$ cat src/rtl/fetch_unit_pkg.sv
// Shared types and ROM geometry for the fetch unit.
package fetch_unit_pkg;
  typedef enum logic [1:0] {FETCH, FULL, END} fetch_state_t;

  localparam logic [63:0] ROM_LAST_PC = 64'hFC;
  localparam int          ROM_WORDS   = 64;
  localparam logic [63:0] ROM_END_PC  = 64'(ROM_WORDS * 4);

  function automatic logic [63:0] align_pc(input logic [63:0] pc);
    return pc & ~64'h3;
  endfunction
endpackage

$ cat src/rtl/fetch_unit_if.sv
// Fetch unit bus: ROM port, redirect input, instruction stream and perf counters.
interface fetch_unit_if #(parameter int N = 32);
  logic [5:0]   imem_addr;
  logic [N-1:0] imem_q;
  logic         redirect_valid;
  logic [63:0]  redirect_pc;
  logic         instr_valid;
  logic [N-1:0] instr;
  logic [63:0]  instr_pc;
  logic         instr_ready;
  logic [31:0]  perf_fetched;
  logic [31:0]  perf_stall;

  modport master (
    output imem_addr, instr_valid, instr, instr_pc, perf_fetched, perf_stall,
    input  imem_q, redirect_valid, redirect_pc, instr_ready
  );
  modport slave (
    input  imem_addr, instr_valid, instr, instr_pc, perf_fetched, perf_stall,
    output imem_q, redirect_valid, redirect_pc, instr_ready
  );
endinterface

$ cat src/rtl/fetch_unit_queue.sv
// Prefetch FIFO of {instr, pc} entries; flush clears pointers, reset also zeroes storage.
module fetch_queue #(
  parameter int W     = 96,
  parameter int DEPTH = 4,
  localparam int AW   = $clog2(DEPTH),
  localparam int CW   = AW + 1
) (
  input  logic          clk,
  input  logic          reset,
  input  logic          push,
  input  logic          pop,
  input  logic          flush,
  input  logic [W-1:0]  push_data,
  output logic [W-1:0]  head,
  output logic [CW-1:0] count
);
  logic [DEPTH-1:0][W-1:0] mem_q, mem_d;
  logic [AW-1:0]           wr_ptr_q, wr_ptr_d, rd_ptr_q, rd_ptr_d;
  logic [CW-1:0]           count_q, count_d;

  always_comb begin
    mem_d    = mem_q;
    wr_ptr_d = wr_ptr_q;
    rd_ptr_d = rd_ptr_q;
    count_d  = count_q;
    if (flush) begin
      wr_ptr_d = '0;
      rd_ptr_d = '0;
      count_d  = '0;
    end else begin
      if (push) begin
        mem_d[wr_ptr_q] = push_data;
        wr_ptr_d        = wr_ptr_q + 1'b1;
      end
      if (pop) rd_ptr_d = rd_ptr_q + 1'b1;
      case ({push, pop})
        2'b10:   count_d = count_q + 1'b1;
        2'b01:   count_d = count_q - 1'b1;
        default: count_d = count_q;
      endcase
    end
  end

  always_ff @(posedge clk) begin
    if (reset) begin
      mem_q    <= '0;
      wr_ptr_q <= '0;
      rd_ptr_q <= '0;
      count_q  <= '0;
    end else begin
      mem_q    <= mem_d;
      wr_ptr_q <= wr_ptr_d;
      rd_ptr_q <= rd_ptr_d;
      count_q  <= count_d;
    end
  end

  assign head  = mem_q[rd_ptr_q];
  assign count = count_q;
endmodule

$ cat src/rtl/fetch_unit.sv
// Sequential instruction fetcher feeding a prefetch queue from a 64-word ROM.
// Optional performance counters are built when FETCH_PERF_EN is defined.
module fetch_unit import fetch_unit_pkg::*; #(
  parameter int          N        = 32,
  parameter int          DEPTH    = 4,
  parameter logic [63:0] RESET_PC = 64'h0
) (
  input logic         clk,
  input logic         reset,
  fetch_unit_if.master bus
);
  localparam int CW = $clog2(DEPTH) + 1;
  localparam logic [CW-1:0] DEPTH_C = CW'(DEPTH);

  fetch_state_t  state_q, state_d;
  logic [63:0]   fetch_pc_q, fetch_pc_d;
  logic [63:0]   redir_pc;
  logic [CW-1:0] count;
  logic [N+63:0] head;
  logic          full, valid, push, pop;

  assign full  = (count == DEPTH_C);
  assign valid = (count != '0);
  assign pop   = valid && bus.instr_ready && !bus.redirect_valid;
  assign push  = (state_q != END) && !bus.redirect_valid && (!full || pop);

  assign redir_pc = align_pc(bus.redirect_pc);

  always_comb begin
    state_d    = state_q;
    fetch_pc_d = fetch_pc_q;
    if (bus.redirect_valid) begin
      // Targets past the ROM park in END so nothing beyond the last word is fetched.
      fetch_pc_d = redir_pc;
      state_d    = (redir_pc >= ROM_END_PC) ? END : FETCH;
    end else begin
      if (push) fetch_pc_d = fetch_pc_q + 64'd4;
      case (state_q)
        FETCH:   if (push && !pop && count == DEPTH_C - 1'b1) state_d = FULL;
        FULL:    if (pop) state_d = FETCH;
        default: state_d = state_q;
      endcase
      if (push && fetch_pc_q == ROM_LAST_PC) state_d = END;
    end
  end

  always_ff @(posedge clk) begin
    if (reset) begin
      state_q    <= FETCH;
      fetch_pc_q <= RESET_PC;
    end else begin
      state_q    <= state_d;
      fetch_pc_q <= fetch_pc_d;
    end
  end

  fetch_queue #(.W(N + 64), .DEPTH(DEPTH)) u_queue (
    .clk       (clk),
    .reset     (reset),
    .push      (push),
    .pop       (pop),
    .flush     (bus.redirect_valid),
    .push_data ({bus.imem_q, fetch_pc_q}),
    .head      (head),
    .count     (count)
  );

  assign bus.imem_addr   = fetch_pc_q[7:2];
  assign bus.instr_valid = valid;
  assign bus.instr       = head[N+63:64];
  assign bus.instr_pc    = head[63:0];

`ifdef FETCH_PERF_EN
  logic [31:0] perf_fetched_q, perf_fetched_d, perf_stall_q, perf_stall_d;

  always_comb begin
    perf_fetched_d = perf_fetched_q;
    perf_stall_d   = perf_stall_q;
    if (push && perf_fetched_q != 32'hFFFF_FFFF) perf_fetched_d = perf_fetched_q + 32'd1;
    if (valid && !bus.instr_ready && perf_stall_q != 32'hFFFF_FFFF)
      perf_stall_d = perf_stall_q + 32'd1;
  end

  always_ff @(posedge clk) begin
    if (reset) begin
      perf_fetched_q <= '0;
      perf_stall_q   <= '0;
    end else begin
      perf_fetched_q <= perf_fetched_d;
      perf_stall_q   <= perf_stall_d;
    end
  end

  assign bus.perf_fetched = perf_fetched_q;
  assign bus.perf_stall   = perf_stall_q;
`else
  assign bus.perf_fetched = 32'd0;
  assign bus.perf_stall   = 32'd0;
`endif
endmodule

$ cat src/flat_wrapper.sv
// flat-port wrapper written by rule: the top's interface ports become plain ports
module fetch_unit_flat import fetch_unit_pkg::*;
#(
  parameter int          N        = 32,
  parameter int          DEPTH    = 4,
  parameter logic [63:0] RESET_PC = 64'h0
)
  (clk, reset, bus_imem_addr, bus_instr_valid, bus_instr, bus_instr_pc, bus_perf_fetched, bus_perf_stall, bus_imem_q, bus_redirect_valid, bus_redirect_pc, bus_instr_ready);
  fetch_unit_if #(.N(N)) bus_i ();
  input logic clk;
  input logic reset;
  output wire logic [$bits(bus_i.imem_addr)-1:0] bus_imem_addr;
  output wire logic [$bits(bus_i.instr_valid)-1:0] bus_instr_valid;
  output wire logic [$bits(bus_i.instr)-1:0] bus_instr;
  output wire logic [$bits(bus_i.instr_pc)-1:0] bus_instr_pc;
  output wire logic [$bits(bus_i.perf_fetched)-1:0] bus_perf_fetched;
  output wire logic [$bits(bus_i.perf_stall)-1:0] bus_perf_stall;
  input wire logic [$bits(bus_i.imem_q)-1:0] bus_imem_q;
  input wire logic [$bits(bus_i.redirect_valid)-1:0] bus_redirect_valid;
  input wire logic [$bits(bus_i.redirect_pc)-1:0] bus_redirect_pc;
  input wire logic [$bits(bus_i.instr_ready)-1:0] bus_instr_ready;
  assign bus_imem_addr = bus_i.imem_addr;
  assign bus_instr_valid = bus_i.instr_valid;
  assign bus_instr = bus_i.instr;
  assign bus_instr_pc = bus_i.instr_pc;
  assign bus_perf_fetched = bus_i.perf_fetched;
  assign bus_perf_stall = bus_i.perf_stall;
  assign bus_i.imem_q = bus_imem_q;
  assign bus_i.redirect_valid = bus_redirect_valid;
  assign bus_i.redirect_pc = bus_redirect_pc;
  assign bus_i.instr_ready = bus_instr_ready;
  fetch_unit #(.N(N), .DEPTH(DEPTH), .RESET_PC(RESET_PC)) u_core (.clk(clk), .reset(reset), .bus(bus_i));
endmodule
$ cat config.mk
export PLATFORM = sky130hd
export DESIGN_NAME = fetch_unit_flat
export DESIGN_NICKNAME = d
export VERILOG_FILES = /design/src/rtl/fetch_unit_pkg.sv /design/src/rtl/fetch_unit_if.sv /design/src/rtl/fetch_unit_queue.sv /design/src/rtl/fetch_unit.sv /design/src/flat_wrapper.sv
export SDC_FILE = /design/constraint.sdc
export NUM_CORES = 1
export LEC_CHECK = 0
export CORE_UTILIZATION = 45
export DETAILED_ROUTE_END_ITERATION = 10
export PLACE_DENSITY = 0.7
export SYNTH_ARGS = -nofsm -noshare
export SYNTH_HDL_FRONTEND = slang
export SYNTH_SLANG_ARGS = --single-unit
$ cat constraint.sdc
create_clock -name clk -period 2.4 [get_ports clk]
set_input_delay 0.48 -clock clk [delete_from_list [all_inputs] [get_ports clk]]
set_output_delay 0.48 -clock clk [all_outputs]
set_load 0.03 [all_outputs]
==> results_dict.tcl, run 1 <==
set metrics [dict create \
    coreArea_sq_mm 0.04451 \
    multi_input_area_sq_mm 0.01010 \
    synth_top_family_by_area "simple AND/OR/NAND/NOR gates" \
    outcome "finished, violations left" \
    layout-drive-gt1-share_pct 18.03 \
    rows 77 \
    rr_endpoint "u_core.fetch_pc_q[62]" \
    crit_required_ps 1920 \
    reg2reg_from "u_core.fetch_pc_q[18]" \
    rsz0062_at_grt "yes" \
    met1_usage_pct 34.22 \
    io_pins 267 \
    max_freq_mhz 389.5 \
    synth.area.mux_share_pct 10.52 \
    hold_viol 0 \
    grtUsageMet3_pct 4.558 \
    setup_tns_ps -9655 \
    grt_pass1_vias 17860 \
    layout_min_cycle_time_ps 2567 \
    synth_compound_area_share_pct 13.35 \
    drt-wirelength-per-cell_microns 19.35 \
    fill_cells 3805 \
    htree_levels 2 \
    synth_cell_type_count 68 \
    yosys.area_share.simple_pct 22.35 \
    syn_area_sq_mm 0.02043 \
    grt_max_degree 178 \
    finalNetCount 2740 \
    violations "setup timing" \
    seq_area_sq_mm 0.008959 \
    ys_async_sr_fraction_pct 0 \
    cts-root-buf "clkbuf_16" \
    finish.utilization_pct 57.65 \
    insertion_delay_ps 590 \
    use_met2_pct 44.02 \
    crit_arrival_ps 2090 \
    synth_edf_count 0 \
    hp-class "input pin to register" \
    clock_skew_ps 18.52 \
    gp_congestion 0.8905 \
    critical_path_class "register to output pin" \
    worst_setup_path_start_kind "register" \
    pre_cts_slack_ps -322.6 \
    finalCritPeriodShare_pct 107.0 \
    yosys.area_share.xor_xnor_pct 1.200 \
    grt_pass1_wl_microns 97750 \
    clockBufferDepth 3 \
    clock-sinks 447 \
    rrSetupSlack_ps 90 \
    top_usage_layer "met2" \
    crit_fanout 7 \
    numCtsBuffers 48 \
    grtUsageTotal_pct 26.66 \
    min_to "u_core.fetch_pc_q[53]" \
    die_y_microns 215.1 \
    vias 18490 \
    worst_pin_slew_ps 827.2 \
    synthFlopType "dfxtp_1" \
    rr_worst_depth 5 \
    drc_errors 0 \
    hpwl_microns 40830 \
    die_w_microns 215.1 \
    clkTransAtPathRegs_ps 60 \
    power_density_mw_per_mm2 658.7 \
    synthesis.instances 2445 \
    antenna_found_initial 3 \
    viasPerCell 5.667 \
    area_delta_synth_final_pct 25.59 \
    synth_fa_ha_area_share_pct 0.4042 \
    setup_viol 94 \
    hold_buffers 0 \
    synth-seq-cells 447 \
    setup_slack_ps -167.2 \
    worstSetupEndpointType "output pin" \
    synth_warnings 0 \
    grt_overflow 0 \
    worstHoldStart "reset" \
    io_buffers 198 \
    cts_tree "built" \
    ir_drop_mv 0.5878 \
    start_util_pct 45.90 \
    firstDrtPassIters 6 \
    slew_violations 0 \
    hold_depth 2 \
    ant_nets 0 \
    drt_iter0_drc 1845 \
    die_area_sq_mm 0.04626 \
    slew_headroom_pct 44.85 \
    ys_seq_area_share_pct 43.80 \
    routed_wirelength_microns 63140 \
    total_power_mw 16.90 \
    avgSynthCellArea_sq_um 8.356 \
    max_cap_violations 0 \
    total_leakage_power_nw 8.954 \
]
[power by group]
group          internal (mW)  switching [mW]
Sequential              7.59           0.162
Clock                   4.27            3.00
Combinational          0.738            1.14
[sequential cells by signal (all words and copies together), names as in the netlist]
signal and cells:
u_core.state_q 2, u_core.u_queue.mem_q 376, u_core.u_queue.count 3, u_core.u_queue.rd_ptr_q 2, u_core.fetch_pc_q 62, u_core.u_queue.wr_ptr_q 2
[metal layers]
| layer | part of all wire (%) | up-vias | wire, microns |
|---|---|---|---|
| met1 | 40 | 8881 | 25160 |
| met3 | 8.2 | 129 | 5196 |
| li1 | - | 8610 | - |
| met5 | 0.027 | - | 17 |
| met2 | 48 | 863 | 30440 |
| met4 | 3.7 | 2 | 2325 |
[critical path: stages, from the launching register on]
cell     delay, ps
dfxtp_4        400
buf_12         170
buf_4          140
buf_4          100
mux4_2         520
buf_6          160
[cell usage after synthesis, types with 3 or more instances]
master	instances	area share (%)
a211oi_1	21	0.77
a2111oi_0	5	0.21
a31oi_1	3	0.092
o31ai_1	11	0.40
mux4_2	94	10
nand4_1	23	0.70
or3_1	7	0.21
o2111ai_1	3	0.13
inv_1	19	0.35
buf_1	25	0.46
and3_1	12	0.37
and4_1	16	0.69
nand3_1	30	0.73
xnor2_1	17	0.73
and2_0	4	0.12
clkbuf_4	3	0.11
o21ai_0	15	0.37
nor2_1	48	0.88
ha_1	5	0.31
nor2b_1	4	0.12
or4_1	14	0.51
o21a_1	3	0.11
nor3_1	6	0.15
nor4b_1	6	0.26
xor2_1	11	0.47
nor4_4	3	0.31
buf_6	16	0.88
buf_2	15	0.37
clkbuf_1	168	3.1
clkbuf_2	3	0.073
buf_4	75	2.8
dfxtp_1	447	44
a311oi_1	19	0.81
nand2_1	813	15
a2111oi_2	4	0.29
nor4_1	44	1.3
and2_1	6	0.18
a21oi_1	387	9.5
[cells in the final DEF, fill, tap and decap left out, types with 17 or more instances in the layout]
cell type	count
nand2_1	809
dfxtp_1	443
a21oi_1	387
buf_4	126
clkdlybuf4s50_1	101
buf_6	95
mux4_2	94
conb_1	66
clkbuf_16	50
nor2_1	48
buf_12	45
nor4_1	43
nand3_1	30
nand4_1	23
a211oi_1	21
inv_1	18
a311oi_1	18
xnor2_1	17
clkbuf_1	17
[per-stage QoR]
stage               hold slack, ps  instance area, sq um  instances
finish                       234.0                 25660       3262
global route                 236.0                 25660       3261
CTS                          202.9                 25530       3255
detailed placement           443.5                 23440       3156
global placement             437.9                 23440       3156
floorplan                    433.1                 20680       2510
[how the worst max path moves through the flow]
stage                                     startpoint                     to  slack [ps]  cells past startpoint
after floorplan                u_core.fetch_pc_q[15]  u_core.fetch_pc_q[58]          20                      7
after global placement               bus_instr_ready  u_core.fetch_pc_q[48]        -320                      7
after detailed placement             bus_instr_ready  u_core.fetch_pc_q[56]        -320                      6
after CTS                 u_core.u_queue.rd_ptr_q[1]        bus_instr_pc[9]        -190                      4
after global routing      u_core.u_queue.rd_ptr_q[1]       bus_instr_pc[19]        -200                      4
final                     u_core.u_queue.rd_ptr_q[1]        bus_instr_pc[5]        -170                      5
[cell type report]
type	count	area share [%]
sequential	447	34.91
timing repair buffer	382	16.57
clock buffer	77	5.574
multi-input combinational	1736	39.36
inverter	19	0.2780
clock inverter	7	0.3999
antenna	2	0.01951
tap	592	2.887
[cells by family after synthesis]
logic type | after synthesis
buffers and inverters | 327
and+or+nand+nor | 1052
xor gates and xnor gates | 28
adders and majority gates | 6
DFF | 447
other | 1
muxes | 97
AOI/OAI and AO/OA | 487
[repair_timing]
action / CTS / global route
pin swaps: 0 / 5
cloned: 6 / 2
resized for setup: 305 / 15
endpoints found under the setup margin: 104 / 103
buffers inserted: 10 / 3
Note: power is estimated with default switching activity, not from simulation.
==> run 2: changes to the inputs <==
Settings changed: PLACE_DENSITY 0.7 to 0.72, REMOVE_ABC_BUFFERS from default to 1.
==> results_dict.tcl, run 2 (same netlist as run 1, synthesis figures left out) <==
set metrics [dict create \
    routed_wirelength_microns 62370 \
    crit_arrival_ps 2080 \
    hold_depth 2 \
    setup_slack_ps -158.1 \
    layout_min_cycle_time_ps 2558 \
    setup_viol 86 \
    vias 18460 \
    coreArea_sq_mm 0.04451 \
    outcome "finished, violations left" \
    ant_nets 0 \
    grt_max_degree 198 \
    slew_headroom_pct 34.41 \
    area_delta_synth_final_pct 25.34 \
    hold_buffers 0 \
    clockBufferDepth 3 \
    final_common_cell "nand2_1" \
    cts-root-buf "clkbuf_16" \
    max_freq_mhz 390.9 \
    die_area_sq_mm 0.04626 \
    slew_violations 0 \
    grt_pass1_wl_microns 97070 \
    hpwl_microns 40660 \
    rr_worst_depth 5 \
    rr_endpoint "u_core.fetch_pc_q[54]" \
    cts_tree "built" \
    finalCritPeriodShare_pct 106.6 \
    whs_ps 158.8 \
    regMostFlops "u_core.u_queue.mem_q" \
    finalNetCount 2750 \
    insertion_delay_ps 590 \
    total_power_mw 17.01 \
    htree_levels 2 \
    total_leakage_power_nw 8.975 \
    rows 77 \
    min_to "u_core.u_queue.mem_q[125]" \
    max_cap_violations 0 \
    worstSetupEndpointType "output pin" \
    layout-drive-gt1-share_pct 18.65 \
    rsz0062_at_grt "yes" \
    largest_reg_flops 376 \
    die_w_microns 215.1 \
    critical_path_class "register to output pin" \
    ir_drop_mv 0.4632 \
    power_density_mw_per_mm2 664.4 \
    antenna_found_initial 2 \
    grt_overflow 0 \
    setup_tns_ps -7544 \
    viasPerCell 5.641 \
    gp_congestion 0.8992 \
    seq_area_sq_mm 0.008959 \
    hp-class "input pin to register" \
    crit_fanout 8 \
    grtUsageTotal_pct 26.31 \
    instances_no_fill 3273 \
    drc_errors 0 \
    fill_cells 3852 \
    firstDrtPassIters 6 \
    io_pins 267 \
    clock-sinks 447 \
    rrSetupSlack_ps 90 \
    worstHoldStart "reset" \
    start_util_pct 45.90 \
    dp.cells 3156 \
    clkTransAtPathRegs_ps 60 \
    num_antenna_cells 0 \
    clock_skew_ps 32.72 \
    violations "setup timing" \
    numCtsBuffers 47 \
    grt_pass1_vias 17780 \
    worst_setup_path_start_kind "register" \
    crit_required_ps 1920 \
    hold_viol 0 \
    die_y_microns 215.1 \
    final_cell_mix "nand2_1 (809), dfxtp_1 (443), a21oi_1 (387)" \
    reg2reg_from "u_core.fetch_pc_q[14]" \
    multi_input_area_sq_mm 0.01009 \
    worst_pin_slew_ps 983.8 \
    io_buffers 198 \
    drt_iter0_drc 2045 \
    drt-wirelength-per-cell_microns 19.06 \
]
-- run 2: changes by cell type in the layout (fill, tap and decap cells not counted), sizes merged, moves of 2 or more --
cell,before,now
buf,277,284
clkdlybuf4s15,0,6
clkinv,3,10
diode,2,0
clkbuf,79,75
-- run 2: power by group --
part	leakage [nW]	switching (mW)	internal, mW
clock	0.791	3.02	4.40
sequential	3.63	0.165	7.59
combinational	4.56	1.12	0.721
total	8.98	4.30	12.7
-- run 2: worst max path at each step --
stage                                           from                     to  slack, ps
after floorplan           u_core.u_queue.rd_ptr_q[1]          bus_instr[31]      -2850
after global placement               bus_instr_ready  u_core.fetch_pc_q[56]       -300
after detailed placement             bus_instr_ready  u_core.fetch_pc_q[42]       -360
after CTS                 u_core.u_queue.rd_ptr_q[1]       bus_instr_pc[62]       -170
after global routing      u_core.u_queue.rd_ptr_q[1]       bus_instr_pc[55]       -190
final                     u_core.u_queue.rd_ptr_q[1]       bus_instr_pc[55]       -160
-- run 2: area by class of cell --
class                      count  share of cell area, %
timing repair buffer         393                  16.28
tap                          592                  2.892
clock inverter                12                 0.4300
multi-input combinational   1736                  39.39
clock buffer                  74                  5.741
inverter                      19                 0.2785
sequential                   447                  34.98
-- run 2: worst max-delay path, stage by stage, from the launching register on --
cell	delay [ps]
dfxtp_4	410
buf_12	180
buf_16	160
mux4_2	570
buf_6	170
-- run 2: what timing repair did --
item | CTS | global route
cloned | 4 | 1
resized for setup | 227 | 31
pin swaps | 1 | 2
endpoints found under the setup margin | 95 | 102
buffers inserted | 15 | 12
-- run 2: stage by stage --
stage | setup slack, ps | cell area (sq um) | utilization (%)
floorplan | -2847 | 19040 | -
detailed placement | -359.0 | 23370 | 52.52
global route | -190.6 | 25610 | 57.53
global placement | -301.1 | 23370 | 52.52
finish | -158.1 | 25610 | 57.53
CTS | -175.0 | 25510 | 57.32
-- run 2: routing by layer --
layer  share of wire (%)  global-route usage (%)  vias to the layer above
met2                  48                   43.11                      783
met4                 2.7                   9.882                        4
met1                  42                   34.81                     8935
met3                 7.8                   4.360                      104
li1                    -                       -                     8636
met5               0.035                       0                        -
